--- config.mk ---
export PLATFORM = sky130hd
export DESIGN_NAME = peripheral_wb_master_burst_engine
export DESIGN_NICKNAME = d
export VERILOG_FILES = /design/src/rtl/peripheral_wb_pkg.sv /design/src/rtl/peripheral_wb_master_adr_gen.sv /design/src/rtl/peripheral_wb_master_burst_engine.sv
export SDC_FILE = /design/constraint.sdc
export NUM_CORES = 1
export LEC_CHECK = 0
export BUFFER_PORTS_ARGS = -buffer_cell sky130_fd_sc_hd__buf_4
export CORE_ASPECT_RATIO = 1.2
export CORE_MARGIN = 3
export CORE_UTILIZATION = 47
export DETAILED_ROUTE_END_ITERATION = 8
export PLACE_DENSITY = 0.79
export SLEW_MARGIN = 20
export SYNTH_ARGS = -nofsm -noshare
export SYNTH_HDL_FRONTEND = slang
export SYNTH_SLANG_ARGS = --single-unit
--- constraint.sdc ---
create_clock -name wb_clk_i -period 2.5 [get_ports wb_clk_i]
set_input_delay 0 -clock wb_clk_i [delete_from_list [all_inputs] [get_ports wb_clk_i]]
set_output_delay 0 -clock wb_clk_i [all_outputs]
set_load 0.05 [all_outputs]
--- src/rtl/peripheral_wb_pkg.sv ---
// Shared Wishbone B3 constants, master FSM state, command record and the burst address-step function.
package peripheral_wb_pkg;

    localparam logic [2:0] CTI_CLASSIC     = 3'b000;
    localparam logic [2:0] CTI_CONST_BURST = 3'b001;
    localparam logic [2:0] CTI_INC_BURST   = 3'b010;
    localparam logic [2:0] CTI_END_BURST   = 3'b111;

    localparam logic [1:0] BTE_LINEAR = 2'b00;
    localparam logic [1:0] BTE_WRAP4  = 2'b01;
    localparam logic [1:0] BTE_WRAP8  = 2'b10;
    localparam logic [1:0] BTE_WRAP16 = 2'b11;

    typedef enum logic [1:0] {
        IDLE,
        BUS,
        GAP
    } wbm_state_t;

    // Fields are sized for the widest supported bus; instances use the low bits.
    typedef struct packed {
        logic [63:0] adr;
        logic        we;
        logic [15:0] sel;
        logic [2:0]  cti;
        logic [1:0]  bte;
        logic [15:0] len;
    } wbm_cmd_t;

    // Address of the following beat. Classic multi-beat commands step linearly like an
    // incrementing burst; constant bursts never move.
    function automatic logic [63:0] wb_next_adr(
        input logic [63:0] adr,
        input logic [2:0]  cti,
        input logic [1:0]  bte,
        input int unsigned adr_lsb
    );
        logic [63:0] step;
        logic [63:0] mask;
        step = 64'd1 << adr_lsb;
        case (bte)
            BTE_WRAP4:  mask = (step << 2) - 64'd1;
            BTE_WRAP8:  mask = (step << 3) - 64'd1;
            BTE_WRAP16: mask = (step << 4) - 64'd1;
            default:    mask = '1;
        endcase
        if (cti == CTI_CONST_BURST)
            return adr;
        if (cti != CTI_INC_BURST || bte == BTE_LINEAR)
            return adr + step;
        return (adr & ~mask) | ((adr + step) & mask);
    endfunction

endpackage

--- src/rtl/peripheral_wb_master_adr_gen.sv ---
// Registered beat address, completed-beat count and last-beat flag for one command.
module peripheral_wb_master_adr_gen
    import peripheral_wb_pkg::*;
#(
    parameter int AW      = 32,
    parameter int LEN_W   = 6,
    parameter int ADR_LSB = 2
) (
    input  logic             clk,
    input  logic             rst_n,
    input  logic             load,
    input  logic [AW-1:0]    load_adr,
    input  logic [LEN_W-1:0] load_len,
    input  logic             advance,
    input  logic [2:0]       cti,
    input  logic [1:0]       bte,
    output logic [AW-1:0]    adr,
    output logic [LEN_W-1:0] beats,
    output logic             last
);

    logic [AW-1:0]    adr_reg;
    logic [LEN_W-1:0] beats_reg;
    logic [LEN_W-1:0] len_reg;
    logic             last_reg;

    always_ff @(posedge clk or negedge rst_n) begin
        if (!rst_n) begin
            adr_reg   <= '0;
            beats_reg <= '0;
            len_reg   <= '0;
            last_reg  <= 1'b0;
        end else if (load) begin
            adr_reg   <= load_adr;
            beats_reg <= '0;
            len_reg   <= load_len;
            last_reg  <= (load_len == LEN_W'(1));
        end else if (advance) begin
            adr_reg   <= AW'(wb_next_adr(64'(adr_reg), cti, bte, ADR_LSB));
            beats_reg <= beats_reg + LEN_W'(1);
            // The beat after this one is the last when two more completions reach len.
            last_reg  <= ((beats_reg + LEN_W'(2)) == len_reg);
        end
    end

    assign adr   = adr_reg;
    assign beats = beats_reg;
    assign last  = last_reg;

endmodule

--- src/rtl/peripheral_wb_master_burst_engine.sv ---
// Wishbone B3 burst master: command + write stream in, bus cycles out, read and status streams back.
// Optional ack watchdog enabled by defining WB_MASTER_TIMEOUT_EN.
module peripheral_wb_master_burst_engine
    import peripheral_wb_pkg::*;
#(
    parameter int AW              = 32,
    parameter int DW              = 32,
    parameter int MAX_BURST_LEN   = 32,
    parameter int MAX_WAIT_STATES = 8,
    parameter int TIMEOUT_CYC     = 256,
    localparam int SW      = DW / 8,
    localparam int ADR_LSB = $clog2(SW),
    localparam int LEN_W   = $clog2(MAX_BURST_LEN) + 1,
    localparam int WS_W    = $clog2(MAX_WAIT_STATES) + 1
) (
    input  logic             wb_clk_i,
    input  logic             wb_rst_ni,
    input  logic [WS_W-1:0]  cfg_wait_i,
    input  logic             cmd_valid_i,
    output logic             cmd_ready_o,
    input  logic [AW-1:0]    cmd_adr_i,
    input  logic             cmd_we_i,
    input  logic [SW-1:0]    cmd_sel_i,
    input  logic [2:0]       cmd_cti_i,
    input  logic [1:0]       cmd_bte_i,
    input  logic [LEN_W-1:0] cmd_len_i,
    input  logic             wdat_valid_i,
    output logic             wdat_ready_o,
    input  logic [DW-1:0]    wdat_i,
    output logic             rdat_valid_o,
    input  logic             rdat_ready_i,
    output logic [DW-1:0]    rdat_o,
    output logic             rdat_last_o,
    output logic             rsp_valid_o,
    output logic             rsp_err_o,
    output logic             rsp_rty_o,
    output logic [LEN_W-1:0] rsp_beats_o,
    output logic [AW-1:0]    wb_adr_o,
    output logic [DW-1:0]    wb_dat_o,
    output logic [SW-1:0]    wb_sel_o,
    output logic             wb_we_o,
    output logic             wb_cyc_o,
    output logic             wb_stb_o,
    output logic [2:0]       wb_cti_o,
    output logic [1:0]       wb_bte_o,
    input  logic [DW-1:0]    wb_dat_i,
    input  logic             wb_ack_i,
    input  logic             wb_err_i,
    input  logic             wb_rty_i
);

    wbm_state_t       state_reg, state_next;
    wbm_cmd_t         cmd_reg;
    logic [WS_W-1:0]  gap_reg, gap_next;
    logic             ready_reg;
    logic [DW-1:0]    rdat_reg;
    logic             rdat_valid_reg;
    logic             rdat_last_reg;

    logic [LEN_W-1:0] len_clip;
    logic [WS_W-1:0]  wait_sat;
    logic [2:0]       cti_norm;
    logic             cmd_fire;
    logic             in_bus;
    logic             is_burst;
    logic             stb;
    logic             ack_ok;
    logic             err_hit;
    logic             rty_hit;
    logic             finish;
    logic             timeout_hit;
    logic [AW-1:0]    cur_adr;
    logic [LEN_W-1:0] beats;
    logic             last;
    logic             unused_cmd_bits;

    always_comb begin
        len_clip = cmd_len_i;
        if (cmd_len_i == '0)
            len_clip = LEN_W'(1);
        else if (cmd_len_i > LEN_W'(MAX_BURST_LEN))
            len_clip = LEN_W'(MAX_BURST_LEN);
    end

    assign wait_sat = (cfg_wait_i > WS_W'(MAX_WAIT_STATES)) ? WS_W'(MAX_WAIT_STATES) : cfg_wait_i;
    // Unknown cycle types are issued as classic cycles.
    assign cti_norm = (cmd_cti_i == CTI_CONST_BURST || cmd_cti_i == CTI_INC_BURST) ? cmd_cti_i : CTI_CLASSIC;

    assign cmd_fire = cmd_valid_i & ready_reg;
    assign in_bus   = (state_reg == BUS);
    assign is_burst = (cmd_reg.cti != CTI_CLASSIC);

    // Strobe only when the data side can complete the beat; otherwise cyc holds as a B3 wait.
    assign stb     = in_bus & (cmd_reg.we ? wdat_valid_i : rdat_ready_i);
    assign err_hit = stb & (wb_err_i | timeout_hit);
    assign rty_hit = stb & ~err_hit & wb_rty_i;
    assign ack_ok  = stb & wb_ack_i & ~wb_err_i & ~wb_rty_i & ~timeout_hit;
    assign finish  = err_hit | rty_hit | (ack_ok & last);

`ifdef WB_MASTER_TIMEOUT_EN
    localparam int TO_W = $clog2(TIMEOUT_CYC) + 1;
    logic [TO_W-1:0] to_cnt_reg;
    logic            stall_cyc;

    assign stall_cyc   = stb & ~wb_ack_i & ~wb_err_i & ~wb_rty_i;
    assign timeout_hit = stall_cyc & (to_cnt_reg == TO_W'(TIMEOUT_CYC - 1));

    always_ff @(posedge wb_clk_i or negedge wb_rst_ni) begin
        if (!wb_rst_ni)
            to_cnt_reg <= '0;
        else if (!in_bus || (stb && !stall_cyc) || timeout_hit)
            to_cnt_reg <= '0;
        else if (stall_cyc)
            to_cnt_reg <= to_cnt_reg + TO_W'(1);
    end
`else
    assign timeout_hit = 1'b0;
`endif

    always_comb begin
        state_next = state_reg;
        gap_next   = gap_reg;
        case (state_reg)
            IDLE: begin
                if (cmd_fire)
                    state_next = BUS;
            end
            BUS: begin
                if (finish) begin
                    if (wait_sat == '0) begin
                        state_next = IDLE;
                    end else begin
                        state_next = GAP;
                        gap_next   = wait_sat - WS_W'(1);
                    end
                end
            end
            GAP: begin
                if (gap_reg == '0)
                    state_next = IDLE;
                else
                    gap_next = gap_reg - WS_W'(1);
            end
            default: state_next = IDLE;
        endcase
    end

    always_ff @(posedge wb_clk_i or negedge wb_rst_ni) begin
        if (!wb_rst_ni) begin
            state_reg      <= IDLE;
            gap_reg        <= '0;
            ready_reg      <= 1'b0;
            cmd_reg        <= '0;
            rdat_reg       <= '0;
            rdat_valid_reg <= 1'b0;
            rdat_last_reg  <= 1'b0;
        end else begin
            state_reg      <= state_next;
            gap_reg        <= gap_next;
            ready_reg      <= (state_next == IDLE);
            rdat_valid_reg <= ack_ok & ~cmd_reg.we;
            rdat_last_reg  <= ack_ok & ~cmd_reg.we & last;
            if (ack_ok && !cmd_reg.we)
                rdat_reg <= wb_dat_i;
            if (cmd_fire) begin
                cmd_reg.adr <= 64'(cmd_adr_i);
                cmd_reg.we  <= cmd_we_i;
                cmd_reg.sel <= 16'(cmd_sel_i);
                cmd_reg.cti <= cti_norm;
                cmd_reg.bte <= (cti_norm == CTI_INC_BURST) ? cmd_bte_i : BTE_LINEAR;
                cmd_reg.len <= 16'(len_clip);
            end
        end
    end

    peripheral_wb_master_adr_gen #(
        .AW      (AW),
        .LEN_W   (LEN_W),
        .ADR_LSB (ADR_LSB)
    ) u_adr_gen (
        .clk      (wb_clk_i),
        .rst_n    (wb_rst_ni),
        .load     (cmd_fire),
        .load_adr (cmd_adr_i),
        .load_len (len_clip),
        .advance  (ack_ok),
        .cti      (cmd_reg.cti),
        .bte      (cmd_reg.bte),
        .adr      (cur_adr),
        .beats    (beats),
        .last     (last)
    );

    // The record keeps the full command; address and length live on in the generator.
    assign unused_cmd_bits = ^{cmd_reg.adr, cmd_reg.sel, cmd_reg.len};

    assign cmd_ready_o  = ready_reg;
    assign wb_cyc_o     = in_bus;
    assign wb_stb_o     = stb;
    assign wb_we_o      = in_bus & cmd_reg.we;
    assign wb_adr_o     = in_bus ? cur_adr : '0;
    assign wb_sel_o     = in_bus ? cmd_reg.sel[SW-1:0] : '0;
    assign wb_dat_o     = (in_bus && cmd_reg.we) ? wdat_i : '0;
    assign wb_cti_o     = !in_bus ? CTI_CLASSIC :
                          !is_burst ? CTI_CLASSIC :
                          last ? CTI_END_BURST : cmd_reg.cti;
    assign wb_bte_o     = in_bus ? cmd_reg.bte : BTE_LINEAR;
    assign wdat_ready_o = ack_ok & cmd_reg.we;

    assign rdat_valid_o = rdat_valid_reg;
    assign rdat_o       = rdat_reg;
    assign rdat_last_o  = rdat_last_reg;

    assign rsp_valid_o  = finish;
    assign rsp_err_o    = err_hit;
    assign rsp_rty_o    = rty_hit;
    assign rsp_beats_o  = finish ? (beats + LEN_W'(ack_ok)) : '0;

endmodule

==> results summary, run 1 <==
The final-report setup violation count came out at 0. The final RePlAce weighted congestion is 0.955. The final worst clock skew is 0.00666 ns. In the synthesized netlist, mux cells make up 7.09% of the area. The layout overhead on the synthesized area came out at 53.5%. In this run the number of H-tree levels came out at 3. Power spread over the standard cell area amounts to 1060 nW/um^2. Leaving out fill and tap cells, the most frequent cell in the layout is sky130_fd_sc_hd__buf_4. The proportion of synthesized chip area in sequential cells came out at 42.3%. The wire-length estimate of the detail-placed layout is 14.0 mm. For this run, the number of Yosys warnings is 0.

TritonCTS built the clock tree. Max-cap violations in this run came to 0. Detailed routing inserted a total of 6276 vias.

The transition at the pin with the smallest max-transition slack came out at 0.630 ns. The first global-routing pass estimated 33.7 mm of wire. The number of nets in the finished design is 1052.

The post-route minimum period is 2.40 ns. The die area is 13400 sq um. The leakage power total came out at 4.24 nW. Walking the worst path, the cells encountered are nand2b_1, nor2_2, nand3_1, inv_2, buf_6, ha_2, ha_1, nand3_1, xor2_1, nor2_2, buf_6. Counting every sink on the clock net gives 96. The maximum ir drop on the vdd rail came out at 663 uV. The buffer levels on the longest clock path is 2.

The repair_antennas step left the layout with diodes totalling 0. After Yosys synthesis, XOR and XNOR cells account for 2.62% of the synthesized area. After Yosys synthesis, and, or, nand and nor cells account for 25.3% of the synthesized area. The initial antenna violation count is 0. The starting density of the core came out at 48.7%. The adder-cell share of the synthesized area came out at 1.98%. The setup slack of the most critical reg-to-reg path is 0.20 ns. Setup repair after global routing left no endpoint under its margin.

Leaving out filler cells and counting taps, the final layout contains 1080. The worst hold slack across all endpoints is 0.0104 ns. The total setup buffers inserted after CTS came out at 0. The post-detailed-route count of antenna-violating nets came out at 0.

The worst reg2reg path startpoint is cmd_ready_o. The endpoint arrival time on the critical path came out at 2.40 ns. In this run the vertical extent of the chip is 126 um. The terminus of the critical flop-to-flop path is cmd_reg[18]. The synthesized design contains 96 register bits. The worst setup path is of the flip-flop to output port kind.

The flow ran to the end, and the final reports show no timing, DRC or antenna violations. The number of buffers inserted during clock tree synthesis is 9. In the post-route analysis, the smallest setup slack over all paths is 0.0975 ns.

The total wire length is 21.1 mm. The largest stage delay on the critical path came out at 0.42 ns. The post-synthesis instance total came out at 616. The netlist uses 64 different library cells.

Of all cell types, the one taking the most synthesized area is sky130_fd_sc_hd__dfrtp_1. The tightest min-delay check is of the input pin to flip-flop type. The max-slew headroom at the worst pin is 57.7%.

The via count of the first global-routing pass is 6519. After synthesis, the largest family of logic cells by area is simple AND/OR/NAND/NOR gates. The row count is 43. Entering global routing, the biggest net connects 69 pins.

Timing analysis after detailed placement gives a worst setup slack of 0.213 ns. Summing the areas of all compound-gate instances in the mapped netlist gives 15.9% of the synthesized area. The overall overflow remaining after global route is 0. By area the synthesized netlist is led by sky130_fd_sc_hd__dfrtp_1 (42%), sky130_fd_sc_hd__mux2_2 (6.7%), sky130_fd_sc_hd__and2_1 (5.0%). The number of placed instances with taps included came out at 990. For this block, the initial DRC count from the detailed router was 390. The post-synthesis cell area came out at 5680 sq um. The total routing resource utilization after global routing came out at 30.9%.

The number of pins with negative max-slew slack in the final report is 0. In the synthesized netlist the dominant register cell turns out to be sky130_fd_sc_hd__dfrtp_1. The mean routed wirelength per cell is 19.6 um. Measured in cells, the most critical reg-to-reg path has a length of 6. The required time reported for the critical path endpoint came out at 2.50 ns. The largest driver fanout on the critical path is 11. The largest individual stage delay along the critical path comes from the cell sky130_fd_sc_hd__dfrtp_1.

The post-route fraction of the period consumed by the critical path is 96.1%. STA classifies the critical path startpoint as a flip-flop. The number of synthesized flops with an enable pin came out at 0.

Leaving out fill and tap cells, the most frequent cells in the layout are sky130_fd_sc_hd__buf_4 (259), sky130_fd_sc_hd__dfrtp_1 (96), sky130_fd_sc_hd__dlygate4sd3_1 (75). The number of buffers and inverters on the critical path is 3. The clock latency on the worst-skew pair came out at 0.34 ns. The highest clock frequency the design can meet came out at 416 MHz.

The share of cells above drive strength 1 came out at 36.1%. On the critical path the largest part of the delay comes from simple AND/OR/NAND/NOR gates. The count of pins on the block boundary is 245. The layout filler cell count came out at 787. The post-CTS clock slew at the launch and capture registers of the worst setup and hold paths came out at 0.07 ns. The hold path startpoint is cmd_adr_i[4]. The number of DRC violations after detailed routing came out at 0. Of the post-synthesis cell area, the dominant cell type holds 42.3%. Synthesis produced a netlist with a net count of 749. The first detailed-routing pass ran for 7 iterations.

The overall die width is 106 um. The number of hold violations in the final report came to 0. The count of port buffers added during placement came out at 244. The number of vias per cell after detailed routing is 5.81. The worst hold path passes through 3 cells. The floorplan core area came out at 11700 sq um. Dividing the synthesized area by the synthesized cell count gives 9.22 sq um. The root buffer cell chosen for the clock tree is sky130_fd_sc_hd__clkbuf_16.

STA classifies the critical path endpoint as an output port. The async set or reset register ratio after synthesis is 100%.
## logic make-up (layout without fill, tap and decap cells)
| family | count (synthesis) | count (layout) |
|---|---|---|
| compound gates | 131 | 131 |
| xor+xnor | 17 | 17 |
| fa+ha+maj | 9 | 9 |
| buf+inv | 59 | 366 |
| flops | 96 | 96 |
| mux | 36 | 36 |
| simple gates | 268 | 268 |
## metrics by stage
| stage | area (sq um) | TNS [ns] | power (W) | utilization, % |
|---|---|---|---|---|
| floorplan | 5690 | -0.0880 | 0.00610 | - |
| global placement | 7670 | 0 | 0.00753 | 65.7 |
| detailed placement | 7670 | 0 | 0.00769 | 65.7 |
| CTS | 8710 | 0 | 0.00920 | 74.6 |
| global route | 8720 | 0 | 0.00973 | 74.7 |
| finish | 8720 | 0 | 0.00928 | 74.7 |
## cell type report
type	count	area [sq um]	share of cell area, %
inverters	13	48.8	0.560
repair buffers	338	2760	31.6
flip-flops and latches	96	2400	27.5
clock buffers	12	246	2.83
well taps	157	196	2.25
multi-input cells	461	3030	34.7
clock inverters	3	42.5	0.488
## cells in the mapped netlist (2+ instances only)
master	count
sky130_fd_sc_hd__a311oi_1	2
sky130_fd_sc_hd__clkbuf_1	26
sky130_fd_sc_hd__o22ai_1	4
sky130_fd_sc_hd__nand2_1	70
sky130_fd_sc_hd__a211oi_1	2
sky130_fd_sc_hd__a21oi_1	22
sky130_fd_sc_hd__buf_1	3
sky130_fd_sc_hd__xor2_1	12
sky130_fd_sc_hd__a32oi_1	4
sky130_fd_sc_hd__mux2i_1	2
sky130_fd_sc_hd__nand2b_1	2
sky130_fd_sc_hd__and3_1	40
sky130_fd_sc_hd__ha_1	9
sky130_fd_sc_hd__or2_2	2
sky130_fd_sc_hd__nand3_1	19
sky130_fd_sc_hd__a211o_1	3
sky130_fd_sc_hd__buf_6	4
sky130_fd_sc_hd__nor2_1	37
sky130_fd_sc_hd__o31ai_1	15
sky130_fd_sc_hd__buf_2	10
sky130_fd_sc_hd__nor4_1	15
sky130_fd_sc_hd__buf_4	3
sky130_fd_sc_hd__a22oi_1	6
sky130_fd_sc_hd__o211ai_1	7
sky130_fd_sc_hd__mux2_2	34
sky130_fd_sc_hd__and3b_1	2
sky130_fd_sc_hd__and4_1	4
sky130_fd_sc_hd__o21ai_1	12
sky130_fd_sc_hd__o21ai_0	17
sky130_fd_sc_hd__nand4_1	8
sky130_fd_sc_hd__a31o_2	2
sky130_fd_sc_hd__and2_1	45
sky130_fd_sc_hd__inv_1	12
sky130_fd_sc_hd__xnor2_1	5
sky130_fd_sc_hd__nor3_1	8
sky130_fd_sc_hd__a31oi_1	13
sky130_fd_sc_hd__o2bb2ai_1	5
sky130_fd_sc_hd__a22o_1	2
sky130_fd_sc_hd__nand3b_1	6
sky130_fd_sc_hd__dfrtp_1	96
sky130_fd_sc_hd__nor4b_1	2
sky130_fd_sc_hd__o31a_1	2
## report_power, final
part           internal, W  switching, W  leakage, nW
sequential         0.00212      0.000595         1.23
combinational      0.00177       0.00341         2.87
clock             0.000798      0.000594        0.139
total              0.00469       0.00460         4.24
## per-layer routing
metal  GRT usage [%]  share of wire (%)  up-vias
met4            12.0                2.9        0
met2            53.9                 51      367
met3            8.09                9.0       68
met5               0                  0        -
met1            36.2                 37     3016
li1                -                  -     2825
## worst min-delay path: stages
cell and delay (ns):
sky130_fd_sc_hd__buf_4 0.08, sky130_fd_sc_hd__o21ai_0 0.08, sky130_fd_sc_hd__a2bb2oi_1 0.15
## what timing repair did
item | CTS | global route
hold buffers | 75 | 0
resized for setup | 0 | 4
hold endpoints to repair | 112 | 0
endpoints found under the setup margin | 0 | 1
## worst max-delay path by stage
stage	to	startpoint	depth (start not counted)
2_1_floorplan	rsp_beats_o[4]	state_reg[1]	10
3_3_place_gp	flip-flop	cmd_reg[37]	8
3_5_place_dp	flip-flop	cmd_reg[16]	7
4_1_cts	rsp_beats_o[4]	state_reg[1]	11
5_1_grt	rsp_beats_o[4]	state_reg[1]	11
6_report	rsp_beats_o[4]	state_reg[1]	11
Power figures use the tool's default switching activity.
==> run 2: changes to the inputs <==
--- a/config.mk
+++ b/config.mk
@@ -14,4 +14,5 @@
 export SLEW_MARGIN = 20
 export SYNTH_ARGS = -nofsm -noshare
 export SYNTH_HDL_FRONTEND = slang
+export SYNTH_HIERARCHICAL = 1
 export SYNTH_SLANG_ARGS = --single-unit
==> results summary, run 2 <==
The number of pins with negative max-slew slack in the final report is 0 (unchanged). The highest clock frequency the design can meet came to 417 MHz (+0.28%). The distinct cell type count after synthesis came out at 69 (+7.8%). The final RePlAce weighted congestion came out at 0.955 (about the same).

The buffer levels on the longest clock path came out at 2 (unchanged). The die area is 13400 sq um (-0.58%). The power density over the cells is 1090 nW/um^2 (+2.2%). By area the synthesized netlist is led by sky130_fd_sc_hd__dfrtp_1 (43%), sky130_fd_sc_hd__mux2_2 (7.2%), sky130_fd_sc_hd__and2_1 (4.9%). The layout overhead on the synthesized area came out at 54.9%.

The count of max-cap constraint violations is 0 (unchanged). STA classifies the critical path endpoint as a flip-flop. The post-synthesis cell area came to 5650 sq um (-0.62%).

The run finished with clean final reports. The worst reg2reg path startpoint is cmd_reg[16]. The via count of the routed design is 5759 (-8.2%).

The pin count of the biggest net entering global routing is 53 (-23%). The yosys synthesis warning count is 6 (+6). The via count of the first global-routing pass is 5817 (-11%).

The share of power burned in registers is 29.3% (about the same). The transition at the pin with the smallest max-transition slack is 0.579 ns (-0.0502 ns). Sorting the synthesized cells by how often they occur yields sky130_fd_sc_hd__dfrtp_1 (96), sky130_fd_sc_hd__nand2_1 (50), sky130_fd_sc_hd__and2_1 (44), sky130_fd_sc_hd__mux2_2 (36), sky130_fd_sc_hd__nor2_1 (31). The proportion of synthesized chip area in sequential cells came out at 42.5% (+0.26 points).

The maximum ir drop on the vdd rail came out at 625 uV (-5.8%). By startpoint and endpoint, the worst setup path is classified as flip-flop to flip-flop. The multi-input logic area came out at 2980 sq um (-1.5%). The layout filler cell count is 790 (+0.38%).

The max-slew headroom at the worst pin came out at 61.4% (+3.7 points). Walking the worst path, the cells encountered are inv_1, ha_1, or4b_4, o211a_1, nand2_1, o41ai_1, a221o_1. The cell-internal power came to 0.00486 W (+3.8%). The maximum level of the CTS H-tree is 3 (unchanged).

In this run the worst hold path is classified as input pin to flip-flop. The clock latency on the worst-skew pair came out at 0.35 ns (about the same). The overall overflow remaining after global route came out at 0 (unchanged). The post-place instance area came out at 7630 sq um (-0.52%). The largest driver fanout on the critical path is 8 (-3).

The required time reported for the critical path endpoint is 2.73 ns (+0.23 ns). TritonCTS built the clock tree. The sequential cell area is 2400 sq um (about the same). The number of optimization iterations in the first detailed-route pass came out at 5 (-2). Setup repair after global routing left no endpoint under its margin. The endpoint arrival time on the critical path came to 2.62 ns (+0.22 ns). CTS placed an instance of sky130_fd_sc_hd__clkbuf_16 at the clock tree root.

The most critical setup path has its startpoint at cmd_reg[16]. The largest stage delay on the critical path came out at 0.56 ns (+0.14 ns). The final-report setup violation count is 0 (unchanged). The die outline height came out at 126 um (-0.29%).

The top cell type by total area after synthesis is sky130_fd_sc_hd__dfrtp_1. The overall die width is 106 um (-0.29%). The number of sinks handled by clock tree synthesis is 96 (unchanged). The total power draw is 0.00951 W (+2.5%).

The share of the synthesized area in the top cell type is 42.5% (+0.26 points). The async set or reset register ratio after synthesis came out at 100% (unchanged). The logic depth of the worst register-to-register path is 7 (+1). The post-detailed-route count of antenna-violating nets is 0 (unchanged). The most frequent cell after synthesis is sky130_fd_sc_hd__dfrtp_1.

The setup TNS came to 0 ns (unchanged). The row count came out at 43 (unchanged). The number of nets in the finished design is 1027 (-2.4%). The first-pass GRT wire length came out at 28.5 mm (-15%). The number of synthesized flops with an enable pin came out at 0 (unchanged). The net count after synthesis came to 708 (-5.5%).

The post-synthesis instance total is 575 (-6.7%). The switching fraction of total power came to 48.9% (-0.63 points). The post-route fraction of the period consumed by the critical path was 95.8% (-0.26 points). The leakage power total came out at 4.27 nW (+0.75%).

The number of vias per cell after detailed routing is 5.45 (-6.2%). The starting density of the core is 48.4% (-0.30 points). The count of port buffers added during placement came out at 244 (unchanged). The number of register bits inferred by synthesis is 96 (unchanged). The setup slack of the most critical reg-to-reg path came out at 0.10 ns (-0.10 ns).

The mean routed wirelength per cell came out at 17.0 um (-13%). The initial antenna violation count came to 0 (unchanged). The library cell used most frequently in the layout, excluding fill and tap cells, is sky130_fd_sc_hd__buf_4. The nature of the critical path startpoint is a flip-flop. The share of cells above drive strength 1 came out at 37.5% (+1.4 points). The total inserted antenna cells is 0 (unchanged).

The count of pins on the block boundary is 245 (unchanged). The fraction of power consumed by the clock network is 15.3% (+0.3 points). The total routing resource utilization after global routing came out at 26.2% (-4.7 points).

The post-CTS clock slew at the launch and capture registers of the worst setup and hold paths came out at 0.07 ns (about the same). The number of buffers inserted during clock tree synthesis is 9 (unchanged). Among all stages on the critical path, the largest delay is contributed by sky130_fd_sc_hd__or4b_4. The top cell types in the final layout, fill and taps aside, are sky130_fd_sc_hd__buf_4 (261), sky130_fd_sc_hd__dfrtp_1 (95), sky130_fd_sc_hd__dlygate4sd3_1 (79). The number of hold violations in the final report came out at 0 (unchanged). Among all flip-flop cells after synthesis, the most frequent one is sky130_fd_sc_hd__dfrtp_1. The final worst clock skew is 0.00635 ns (-0.000310 ns).

The post-route minimum period came out at 2.40 ns (-0.00662 ns). The number of DRC violations after detailed routing is 0 (unchanged). The power share of the combinational group was 55.4% (-0.4 points). The count of routing violations after the opening detailed-route iteration is 331 (-15%). The detailed-placement wirelength estimate came out at 12.5 mm (-11%). The mean instance size in the synthesized netlist came out at 9.82 sq um (+6.5%). The total wire length came to 17.9 mm (-15%). The switching power came to 0.00465 W (+1.2%). The final design area excluding fillers is 8750 sq um (+0.30%).

The floorplan core area is 11700 sq um (unchanged). The share of the core filled with cells in the final layout is 74.9% (+0.23 points).
==> run 2: cell count changes after synthesis, sizes merged, moves of 6 or more <==
cell    previous run  this run
a31oi             13         6
and3              40        34
buf               20        11
mux2              34        49
nand2             70        50
nand4              8        16
nor4              15         6
o311ai             1         7
o31ai             15         2
==> run 2: repair_timing <==
action                                  CTS  global route
hold buffers                             79             0
gates resized for setup                   0             3
buffers inserted                          1             0
endpoints found under the setup margin    1             2
pin swaps                                 1             2
hold endpoints to repair                118             0
==> run 2: worst max-delay path: cells and delay by family, from the launching register on <==
| family | cells | cell delay [ns] |
|---|---|---|
| DFF | 1 | 0.39 |
| AOI/OAI and AO/OA | 3 | 0.74 |
| buffers and inverters | 1 | 0.09 |
| adders and majority gates | 1 | 0.20 |
| and+or+nand+nor | 2 | 0.85 |
==> run 2: how the worst min path moves through the flow <==
stage,start,to,slack (ns),cells past startpoint
detailed placement,wb_rst_ni,async pin,0.03,1
finish,cmd_len_i[0],u_adr_gen/len_reg[0],0.05,4
CTS,cmd_len_i[0],u_adr_gen/len_reg[0],0.03,4
global placement,wb_rst_ni,async pin,0.02,1
global route,cmd_len_i[0],u_adr_gen/len_reg[0],0.08,4
floorplan,wb_rst_ni,cmd_ready_o,-0.30,0
==> run 2: metrics by stage <==
stage          setup WS (ns)  hold WS, ns  cells
3_5_place_dp           0.174       0.0329    960
4_1_cts               0.0729       0.0338   1056
3_3_place_gp           0.228       0.0214    960
6_report               0.104       0.0546   1056
2_1_floorplan          0.150       -0.296    575
5_1_grt             0.000863       0.0839   1056
==> run 2: logic make-up after synthesis <==
family | after synthesis | share of synthesized area, %
flops | 96 | 42.5
mux | 54 | 10.9
xor+xnor | 21 | 3.26
compound gates | 91 | 10.6
simple gates | 255 | 25.9
buf+inv | 49 | 4.74
fa+ha+maj | 9 | 1.99
==> run 2: area by class of cell <==
class	count	area share [%]
Clock buffer	9	2.57
Clock inverter	7	0.987
Tap cell	157	2.25
Inverter	14	0.601
Sequential cell	96	27.5
Multi-Input combinational cell	430	34.1
Timing Repair Buffer	343	32.0
==> run 2: power groups by stage <==
stage	combinational (W)	sequential, W	clock, W
2_1_floorplan	0.00283	0.00353	0
3_3_place_gp	0.00502	0.00274	0
3_5_place_dp	0.00513	0.00279	0
4_1_cts	0.00525	0.00276	0.00149
5_1_grt	0.00555	0.00288	0.00155
6_report	0.00527	0.00278	0.00146
==> run 2: metal layers <==
metal  track usage [%]  routed length (um)  part of all wire, %  vias up
met1              30.2                6690                   37     2758
met2              48.3                9520                   53      265
met4              9.22                 485                  2.7        0
li1                  -                   -                    -     2697
met5                 0                   0                    0        -
met3              4.97                1210                  6.8       39
==> run 3: changes to the inputs <==
--- a/config.mk
+++ b/config.mk
@@ -6,13 +6,14 @@
 export NUM_CORES = 1
 export LEC_CHECK = 0
 export BUFFER_PORTS_ARGS = -buffer_cell sky130_fd_sc_hd__buf_4
+export CELL_PAD_IN_SITES_DETAIL_PLACEMENT = 0
+export CELL_PAD_IN_SITES_GLOBAL_PLACEMENT = 1
 export CORE_ASPECT_RATIO = 1.2
 export CORE_MARGIN = 3
-export CORE_UTILIZATION = 47
+export CORE_UTILIZATION = 35
 export DETAILED_ROUTE_END_ITERATION = 8
-export PLACE_DENSITY = 0.79
+export PLACE_DENSITY_LB_ADDON = 0.1
 export SLEW_MARGIN = 20
 export SYNTH_ARGS = -nofsm -noshare
 export SYNTH_HDL_FRONTEND = slang
-export SYNTH_HIERARCHICAL = 1
 export SYNTH_SLANG_ARGS = --single-unit
==> results summary, run 3 (synthesized netlist as in run 1, its figures left out) <==
The number of buffers inserted during clock tree synthesis is 9 (unchanged). The critical path depth in cells came out at 10 (+3). The maximum ir drop on the vdd rail is 591 uV (-5.5%). The worst hold path stage count came out at 3 (-1). The number of sinks handled by clock tree synthesis is 96 (unchanged). The count of pins on the block boundary came out at 245 (unchanged). The class of the tightest hold or removal check is input pin to flip-flop. The pin count of the biggest net entering global routing came to 69 (+30%).

The die area came out at 17800 sq um (+33%). The total wire length is 20.4 mm (+14%). The die outline height was 146 um (+15%). The number of hold violations in the final report is 0 (unchanged).

The number of placed instances with taps included is 1041 (+8.4%). Setup repair after global routing left no endpoint under its margin. The number of vias per cell after detailed routing came out at 5.18 (-4.9%). The count of routing violations after the opening detailed-route iteration came out at 411 (+24%).

The run finished with clean final reports. The number of DRC violations after detailed routing is 0 (unchanged). The floorplan core area came to 15800 sq um (+35%).

The worst setup path is captured at an output port. The setup slack of the most critical reg-to-reg path came out at 0.26 ns (+0.16 ns). The largest stage delay on the critical path came to 0.36 ns (-0.20 ns). The count of max-cap constraint violations is 0 (unchanged). In this run the clock root is driven by a sky130_fd_sc_hd__clkbuf_16. The transition at the pin with the smallest max-transition slack came out at 0.663 ns (+0.0834 ns). The row count is 50 (+16%). The library cells used most frequently in the layout, excluding fill and tap cells, are sky130_fd_sc_hd__buf_4 (262), sky130_fd_sc_hd__dfrtp_1 (96), sky130_fd_sc_hd__dlygate4sd3_1 (75).

The required time reported for the critical path endpoint came out at 2.50 ns (-0.23 ns). The post-route minimum period is 2.33 ns (-0.0672 ns). The post-detailed-route count of antenna-violating nets was 0 (unchanged). The signal on the critical path passes through mux2i_1, nor2_2, nand3_1, inv_2, ha_1, ha_1, nand3_1, xor2_1, nor2_2, buf_4. The via count of the routed design came out at 5874 (+2.0%). The overall die width came out at 122 um (+15%). The share of the core filled with cells in the final layout came out at 56.0% (-19 points).

The setup TNS was 0 ns (unchanged). The buffer levels on the longest clock path was 2 (unchanged). Among all stages on the critical path, the largest delay is contributed by sky130_fd_sc_hd__dfrtp_1. The leading cell type in the layout, fill and taps excluded is sky130_fd_sc_hd__buf_4.

The overall overflow remaining after global route is 0 (unchanged). The total power draw was 0.00938 W (-1.4%). The post-CTS clock slew at the launch and capture registers of the worst setup and hold paths is 0.07 ns (about the same). The largest driver fanout on the critical path is 4 (-4). The startpoint identified for the worst hold timing path is cmd_adr_i[4].

The sequential cell area is 2400 sq um (about the same). The number of nets in the finished design came to 1053 (+2.5%). The number of optimization iterations in the first detailed-route pass is 4 (-1). The final RePlAce weighted congestion came out at 0.869 (-9.0%). The first-pass GRT wire length is 32.2 mm (+13%). The post-route fraction of the period consumed by the critical path is 93.1% (-2.7 points). The final worst clock skew came out at 0.00786 ns (+0.00151 ns). The via count of the first global-routing pass came out at 6022 (+3.5%).

The starting density of the core is 36.0% (-12 points). The clock latency on the worst-skew pair came out at 0.35 ns (about the same). The setup path with the least slack is of type flip-flop to output port.

The layout overhead on the synthesized area came out at 55.3%. The count of port buffers added during placement is 244 (unchanged). The worst reg2reg path startpoint is cmd_reg[16]. The power density over the cells came out at 1060 nW/um^2 (-2.3%).

The initial antenna violation count came out at 0 (unchanged). The number of pins with negative max-slew slack in the final report is 0 (unchanged). Grouping stages by cell kind, the critical path spends the most delay in adder cells.

The detailed-placement wirelength estimate is 14.9 mm (+19%). The logic depth of the worst register-to-register path is 7 (unchanged). The total inserted antenna cells is 0 (unchanged). The share of cells above drive strength 1 came out at 36.2% (-1.3 points).

The multi-input logic area was 3020 sq um (+1.3%). TritonCTS built the clock tree. The highest clock frequency the design can meet came to 429 MHz (+2.9%).

The total routing resource utilization after global routing came to 22.8% (-3.4 points). The number of standard cells in the layout, taps in and fillers out is 1133 (+7.3%). The max-slew headroom at the worst pin is 55.8% (-5.6 points). The number of buffers and inverters on the critical path came out at 2 (+1). The leakage power total came out at 4.27 nW (about the same). The maximum level of the CTS H-tree came out at 3 (unchanged). The endpoint arrival time on the critical path is 2.33 ns (-0.29 ns). The mean routed wirelength per cell came out at 18.0 um (+6.0%). The layout filler cell count came out at 1478 (+87%).

STA classifies the critical path startpoint as a flip-flop. The final-report setup violation count was 0 (unchanged).
## run 3: power breakdown
part	switching, W	internal, W
registers	0.000569	0.00212
logic	0.00337	0.00176
clock network	0.000661	0.000901
total	0.00460	0.00478
## run 3: how the worst max path moves through the flow
stage                     slack [ns]          from             end
after floorplan                -0.09  state_reg[1]  rsp_beats_o[4]
after global placement          0.32   cmd_reg[16]       flip-flop
after detailed placement        0.27   cmd_reg[16]       flip-flop
after CTS                       0.03  state_reg[1]  rsp_beats_o[4]
after global routing           0.009  state_reg[1]  rsp_beats_o[4]
final                           0.17   cmd_reg[37]  rsp_beats_o[4]
## run 3: worst min-delay path: stages
cell and delay, ns:
sky130_fd_sc_hd__buf_4 0.09, sky130_fd_sc_hd__o21ai_0 0.07, sky130_fd_sc_hd__a2bb2oi_1 0.15
## run 3: metrics by stage
step                setup slack, ns  hold slack (ns)  cell area (sq um)
floorplan                   -0.0880           -0.296               5690
finish                        0.171           0.0107               8820
global route                0.00902           0.0135               8820
detailed placement            0.272           0.0757               7730
global placement              0.325           0.0683               7730
CTS                          0.0291         0.000246               8820
## run 3: routing by layer
layer | routed length (um) | GRT usage (%)
met2 | 10400 | 39.4
met4 | 643 | 7.73
met5 | 0 | 0
met1 | 8290 | 28.1
met3 | 995 | 4.74
## run 3: cell type report
cell class | count | share of cell area (%)
repair buffers | 339 | 31.3
clock inverters | 7 | 1.23
well taps | 208 | 2.95
multi-input cells | 461 | 34.2
flip-flops and latches | 96 | 27.2
clock buffers | 9 | 2.55
inverters | 13 | 0.553
## run 3: what timing repair did
item / CTS / global route
hold buffers: 75 / 0
resized for setup: 0 / 1
endpoints found under the setup margin: 0 / 1
buffers inserted: 0 / 1
endpoints found under the hold margin: 120 / 0
